**config.mk**
```make
export PLATFORM = sky130hd
export DESIGN_NAME = muldiv_unit
export DESIGN_NICKNAME = d
export VERILOG_FILES = /design/src/rtl/muldiv_unit.sv
export SDC_FILE = /design/constraint.sdc
export NUM_CORES = 2
export LEC_CHECK = 0
export CAP_MARGIN = 20
export CORE_MARGIN = 10
export CORE_UTILIZATION = 50
export CTS_CLUSTER_DIAMETER = 150
export CTS_CLUSTER_SIZE = 40
export DETAILED_ROUTE_END_ITERATION = 12
export GPL_TIMING_DRIVEN = 1
export PLACE_DENSITY = 0.67
export SLEW_MARGIN = 25
export SYNTH_ARGS = -nofsm -noshare
export SYNTH_HDL_FRONTEND = slang
export SYNTH_SLANG_ARGS = --single-unit
```
**constraint.sdc**
```tcl
create_clock -name clk_i -period 12.85 [get_ports clk_i]
set_input_delay 3.855 -clock clk_i [delete_from_list [all_inputs] [get_ports clk_i]]
set_output_delay 3.855 -clock clk_i [all_outputs]
set_load 0.03 [all_outputs]
```
**src/rtl/muldiv_unit.sv**
```systemverilog
// RV32M/RV64M multiply/divide unit: pipelined multiplier plus radix-2 restoring divider.
// Define MULDIV_DIV_FASTPATH_EN to let trivial divides skip the iteration phase.
module muldiv_unit #(
  parameter int XLEN       = 32,
  parameter int MUL_STAGES = 2,
  parameter int TAG_W      = 6
) (
  input  logic             clk_i,
  input  logic             reset_i,
  input  logic             flush_i,
  input  logic             req_valid_i,
  output logic             req_ready_o,
  input  logic [2:0]       funct3_i,
  input  logic [XLEN-1:0]  rs1_value_i,
  input  logic [XLEN-1:0]  rs2_value_i,
  input  logic [TAG_W-1:0] tag_i,
  output logic             wb_valid_o,
  output logic [XLEN-1:0]  wb_value_o,
  output logic [TAG_W-1:0] wb_tag_o
);

  localparam int CW = $clog2(XLEN) + 1;
  localparam logic [CW-1:0] LAST = CW'(XLEN - 1);

  typedef enum logic [1:0] {
    IDLE,
    ITER,
    FIX
  } div_state_e;

  div_state_e state_q, state_d;

  logic accept;
  logic mul_acc;
  logic div_acc;

  assign req_ready_o = !reset_i && (state_q == IDLE);
  assign accept      = req_valid_i && req_ready_o && !flush_i;
  assign mul_acc     = accept && !funct3_i[2];
  assign div_acc     = accept && funct3_i[2];

  // ---------------- multiply ----------------
  logic              a_sgn;
  logic              b_sgn;
  logic [2*XLEN-1:0] pa;
  logic [2*XLEN-1:0] pb;
  logic [2*XLEN-1:0] prod;
  logic [XLEN-1:0]   mul_res;

  assign a_sgn   = funct3_i[1:0] != 2'b11;
  assign b_sgn   = !funct3_i[1];
  assign pa      = {{XLEN{a_sgn & rs1_value_i[XLEN-1]}}, rs1_value_i};
  assign pb      = {{XLEN{b_sgn & rs2_value_i[XLEN-1]}}, rs2_value_i};
  assign prod    = pa * pb;
  assign mul_res = (funct3_i[1:0] == 2'b00) ? prod[XLEN-1:0]
                                            : prod[2*XLEN-1:XLEN];

  logic             mul_v;
  logic             mul_busy;
  logic [XLEN-1:0]  mul_val;
  logic [TAG_W-1:0] mul_tag;

  if (MUL_STAGES == 1) begin : g_mul_comb
    assign mul_v    = mul_acc;
    assign mul_busy = 1'b0;
    assign mul_val  = mul_res;
    assign mul_tag  = tag_i;
  end else begin : g_mul_pipe
    logic [MUL_STAGES-2:0] sv;
    logic [XLEN-1:0]       sr [MUL_STAGES-1];
    logic [TAG_W-1:0]      st [MUL_STAGES-1];

    always_ff @(posedge clk_i) begin
      if (reset_i || flush_i) begin
        sv <= '0;
      end else begin
        sv[0] <= mul_acc;
        for (int i = 1; i < MUL_STAGES - 1; i++) sv[i] <= sv[i-1];
      end
    end

    always_ff @(posedge clk_i) begin
      sr[0] <= mul_res;
      st[0] <= tag_i;
      for (int i = 1; i < MUL_STAGES - 1; i++) begin
        sr[i] <= sr[i-1];
        st[i] <= st[i-1];
      end
    end

    assign mul_v    = sv[MUL_STAGES-2];
    assign mul_busy = |sv;
    assign mul_val  = sr[MUL_STAGES-2];
    assign mul_tag  = st[MUL_STAGES-2];
  end

  // ---------------- divide ----------------
  logic             div_sgn;
  logic             a_neg;
  logic             b_neg;
  logic             b_zero;
  logic             fast_hit;
  logic [XLEN-1:0]  abs_a;
  logic [XLEN-1:0]  abs_b;

  assign div_sgn = !funct3_i[0];
  assign a_neg   = div_sgn & rs1_value_i[XLEN-1];
  assign b_neg   = div_sgn & rs2_value_i[XLEN-1];
  assign b_zero  = rs2_value_i == '0;
  assign abs_a   = a_neg ? -rs1_value_i : rs1_value_i;
  assign abs_b   = b_neg ? -rs2_value_i : rs2_value_i;

`ifdef MULDIV_DIV_FASTPATH_EN
  assign fast_hit = b_zero
                 || (rs2_value_i == XLEN'(1))
                 || (div_sgn
                     && (rs1_value_i == {1'b1, {(XLEN-1){1'b0}}})
                     && (&rs2_value_i));
`else
  assign fast_hit = 1'b0;
`endif

  logic [XLEN-1:0]  quo_q;
  logic [XLEN-1:0]  rem_q;
  logic [XLEN-1:0]  dvs_q;
  logic [CW-1:0]    cnt_q;
  logic             negq_q;
  logic             negr_q;
  logic             rem_op_q;
  logic [TAG_W-1:0] tag_q;

  logic [XLEN:0]    shl;
  logic [XLEN:0]    diff;
  logic             q_bit;
  logic [XLEN-1:0]  rem_nxt;

  assign shl     = {rem_q, quo_q[XLEN-1]};
  assign diff    = shl - {1'b0, dvs_q};
  assign q_bit   = !diff[XLEN];
  assign rem_nxt = q_bit ? diff[XLEN-1:0] : shl[XLEN-1:0];

  always_ff @(posedge clk_i) begin
    if (div_acc) begin
      dvs_q    <= abs_b;
      cnt_q    <= '0;
      // zero divisor keeps an all-ones quotient regardless of operand signs
      negq_q   <= (a_neg ^ b_neg) & !b_zero;
      negr_q   <= a_neg;
      rem_op_q <= funct3_i[1];
      tag_q    <= tag_i;
      if (fast_hit) begin
        quo_q <= b_zero ? '1 : abs_a;
        rem_q <= b_zero ? abs_a : '0;
      end else begin
        quo_q <= abs_a;
        rem_q <= '0;
      end
    end else if (state_q == ITER) begin
      quo_q <= {quo_q[XLEN-2:0], q_bit};
      rem_q <= rem_nxt;
      cnt_q <= cnt_q + CW'(1);
    end
  end

  logic            div_done;
  logic [XLEN-1:0] q_fix;
  logic [XLEN-1:0] r_fix;
  logic [XLEN-1:0] div_res;

  // a divide never overtakes or collides with an older multiply
  assign div_done = (state_q == FIX) && !mul_busy;
  assign q_fix    = negq_q ? -quo_q : quo_q;
  assign r_fix    = negr_q ? -rem_q : rem_q;
  assign div_res  = rem_op_q ? r_fix : q_fix;

  always_comb begin
    state_d = state_q;
    unique case (state_q)
      IDLE:    if (div_acc) state_d = fast_hit ? FIX : ITER;
      ITER:    if (cnt_q == LAST) state_d = FIX;
      FIX:     if (!mul_busy) state_d = IDLE;
      default: state_d = IDLE;
    endcase
    if (flush_i) state_d = IDLE;
  end

  always_ff @(posedge clk_i) begin
    if (reset_i) state_q <= IDLE;
    else         state_q <= state_d;
  end

  // ---------------- writeback ----------------
  always_ff @(posedge clk_i) begin
    if (reset_i) begin
      wb_valid_o <= 1'b0;
      wb_value_o <= '0;
      wb_tag_o   <= '0;
    end else begin
      wb_valid_o <= !flush_i && (mul_v || div_done);
      if (mul_v) begin
        wb_value_o <= mul_val;
        wb_tag_o   <= mul_tag;
      end else if (div_done) begin
        wb_value_o <= div_res;
        wb_tag_o   <= tag_q;
      end
    end
  end

`ifndef SYNTHESIS
  always @(posedge clk_i) begin
    if (!reset_i) assert (!(mul_v && div_done));
  end
`endif

endmodule

```
==> results.yml <==
outcome:
  status: "finished, final reports clean"
floorplanning:
  io_pins: 117
  core_sq_um: 96990
  placementRows: 114
  fp.dieW_um: 333.4
  start_util_pct: 50.62
  die_h_um: 333.4
  dieArea_sq_um: 111100
drt:
  drtIter0Drc: 3113
  vias: 36840
  first_pass_iters: 5
  ant_nets: 0
  drc: 0
  routed_via_density: 5.523
  drt_wl_total_um: 135100
  wl_per_cell_um: 20.26
logic_synthesis:
  yosysMostFrequentCell: "inv_1"
  synth_common_cells: "inv_1, fa_1, nand2_1"
  ys_async_sr_fraction_pct: 0
  ys_seq_elements: 191
  ys.flop_type: "dfxtp_1"
  ys_warn_count: 0
  synth_area_sq_um: 49100
  synth_edf_count: 73
  syn_nets: 6931
  ys_seq_area_share_pct: 9.276
  synth_top_area_cell: "fa_1"
  post_synth_main_area_contributors: "fa_1, inv_1, nand2_1, ha_1, dfxtp_1"
  avgSynthCellArea_sq_um: 8.961
  synth_cell_type_count: 68
  synth_top_area_share_pct: 45.91
  synthCells: 5479
timing:
  clock_skew_ps: 12.04
  relSlewSlack_pct: 27.10
  period_minus_slack_ps: 12050
  setup_viol_count_final: 0
  hold_viol: 0
  fin_setup_tns_ps: 0
  worst_pin_slew_ps: 1094
  rsz0062_at_grt: "false"
  drv_slew: 0
  fmax_ghz: 0.08299
  min_period_over_period_pct: 93.77
job:
  cap_violations: 0
critical_path:
  r2r_start: "quo_q[31]$_DFFE_PP_"
  worst_path_largest_cell_delay_ps: 970
  r2r_cells: 15
  worstSetupPathType: "primary input to register"
  crit_top_cell: "fa_1"
  crit_start: "rs1_value_i[10]"
  crit_required_ps: 13150
  r2r_slack_ps: 8350
  start_kind: "primary input"
  arrival_ps: 12350
  end_kind: "register"
  r2r_end: "rem_q[0]$_SDFFE_PP0P_"
  crit_fanout: 16
  cpMaxStageDelayCell: "clkdlybuf4s50_1"
clock_network:
  cts-root-buf: "clkbuf_16"
  cts_hold_buf: 0
  cts_tree: "built"
  cts_buffer_depth: 2
  cts-buffers-inserted: 17
  cts_sinks: 191
  clkSlewWorstSetupHoldPaths_ps: 70
  postCtsSetupBuffers: 0
  cts_resized: 0
  htreeDepth: 4
  clk-insertion-delay-late_ps: 450
global_route:
  grt_use_total_pct: 24.85
  gr-total-overflow: 0
  antenna_found_initial: 3
  first_global_vias: 39150
  grt_pass1_wl_um: 220300
  grt_max_degree: 72
hold_path:
  min-delay-start: "wb_value_o[0]$_SDFFE_PP0N_"
  whs_path_depth: 2
  hold_end: "wb_value_o[0]$_SDFFE_PP0N_"
  min_path_type: "register to register"
finish:
  drive_above_1_share_pct: 3.690
  layout.nets: 6832
  final_area_sq_um: 51900
  syn_to_final_growth_pct: 5.698
placement:
  numPortBuffers: 116
  dp_hpwl_um: 110300
  gp_congestion: 0.9470
  place_area_sq_um: 51340
-- kinds of logic (layout without fill, tap and decap cells) --
group	Yosys count	count (layout)	share of synthesized area [%]
xor gates and xnor gates	225	225	4.029
buffers and inverters	1482	1396	11.34
muxes	38	38	0.7773
other	0	1	0
AOI/OAI and AO/OA	541	541	6.977
adders and majority gates	1375	1375	52.26
and+or+nand+nor	1627	1627	15.34
DFF	191	191	9.276
-- state kept, by name (all words and copies together) (netlist names) --
register       flops
quo_q             32
cnt_q              6
dvs_q             32
g_mul_pipe.sv      1
negq_q             1
state_q            2
wb_value_o        32
rem_q             32
g_mul_pipe.st      6
g_mul_pipe.sr     32
wb_tag_o           6
tag_q              6
negr_q             1
rem_op_q           1
wb_valid_o         1
-- layout make-up --
class                   count  area, sq um
flip-flops and latches    191         4556
well taps                1276         1597
clock inverters            13        112.6
repair buffers            221         1894
fillers                  8950        45100
multi-input cells        3806        39000
clock buffers              19        442.9
diodes                      1        2.502
inverters                1143         4290
-- how the worst max path moves through the flow --
| stage | end | slack [ps] | depth (start not counted) |
|---|---|---|---|
| 3_5_place_dp | g_mul_pipe.sr[0][26]$_DFF_P_ | 400 | 29 |
| 5_1_grt | g_mul_pipe.sr[0][26]$_DFF_P_ | 270 | 29 |
| 6_report | g_mul_pipe.sr[0][23]$_DFF_P_ | 800 | 25 |
| 4_1_cts | g_mul_pipe.sr[0][26]$_DFF_P_ | 860 | 29 |
| 3_3_place_gp | g_mul_pipe.sr[0][23]$_DFF_P_ | 480 | 25 |
| 2_1_floorplan | g_mul_pipe.sr[0][27]$_DFF_P_ | 940 | 28 |
-- routing by layer --
| layer | GRT usage [%] | vias to the layer above | routed length, um |
|---|---|---|---|
| li1 | - | 16190 | - |
| met1 | 34.15 | 18980 | 56680 |
| met2 | 41.88 | 1441 | 65600 |
| met3 | 2.546 | 229 | 9082 |
| met4 | 6.357 | 0 | 3779 |
| met5 | 0 | - | 0 |
-- placed cells by master, fill, tap and decap left out, types with 12 or more instances in the layout --
cell type	n
inv_1	1142
fa_1	1125
nand2_1	859
and2_1	362
ha_1	249
nor2_1	181
a21oi_1	138
o21ai_0	132
xnor2_1	132
dfxtp_1	117
buf_4	99
xor2_1	92
clkdlybuf4s50_1	90
edfxtp_1	73
a211oi_1	65
nor3_1	51
a21o_1	42
mux2i_1	37
o31ai_1	27
buf_2	26
nand3_1	24
o21ai_1	23
nand4_1	20
nor2b_1	19
nand2b_1	19
nor4_1	17
clkbuf_16	17
o21a_1	16
and3_1	16
o41ai_1	16
or3_1	15
or2_2	14
or4_1	12
-- critical path: cells and delay by family --
| family | cells | cell delay, ps |
|---|---|---|
| adder cells (fa/ha/maj) | 9 | 4390 |
| buffers and inverters | 6 | 1580 |
| AO/OA/AOI/OAI | 6 | 1450 |
| AND/OR/NAND/NOR | 3 | 860 |
| XOR/XNOR | 1 | 180 |
-- stage by stage --
stage	std cells	setup slack [ps]	hold WS (ps)	utilization, %
CTS	6669	863.3	462.6	53.50
finish	6670	800.0	461.9	53.50
global placement	6636	476.5	443.9	52.90
detailed placement	6637	399.1	450.6	52.93
floorplan	5479	945.0	453.5	-
global route	6670	266.0	501.7	53.50
Power is left out: the tool's default activity adds up to more than one toggle a clock period on the data nets, which glitch-free logic cannot reach.
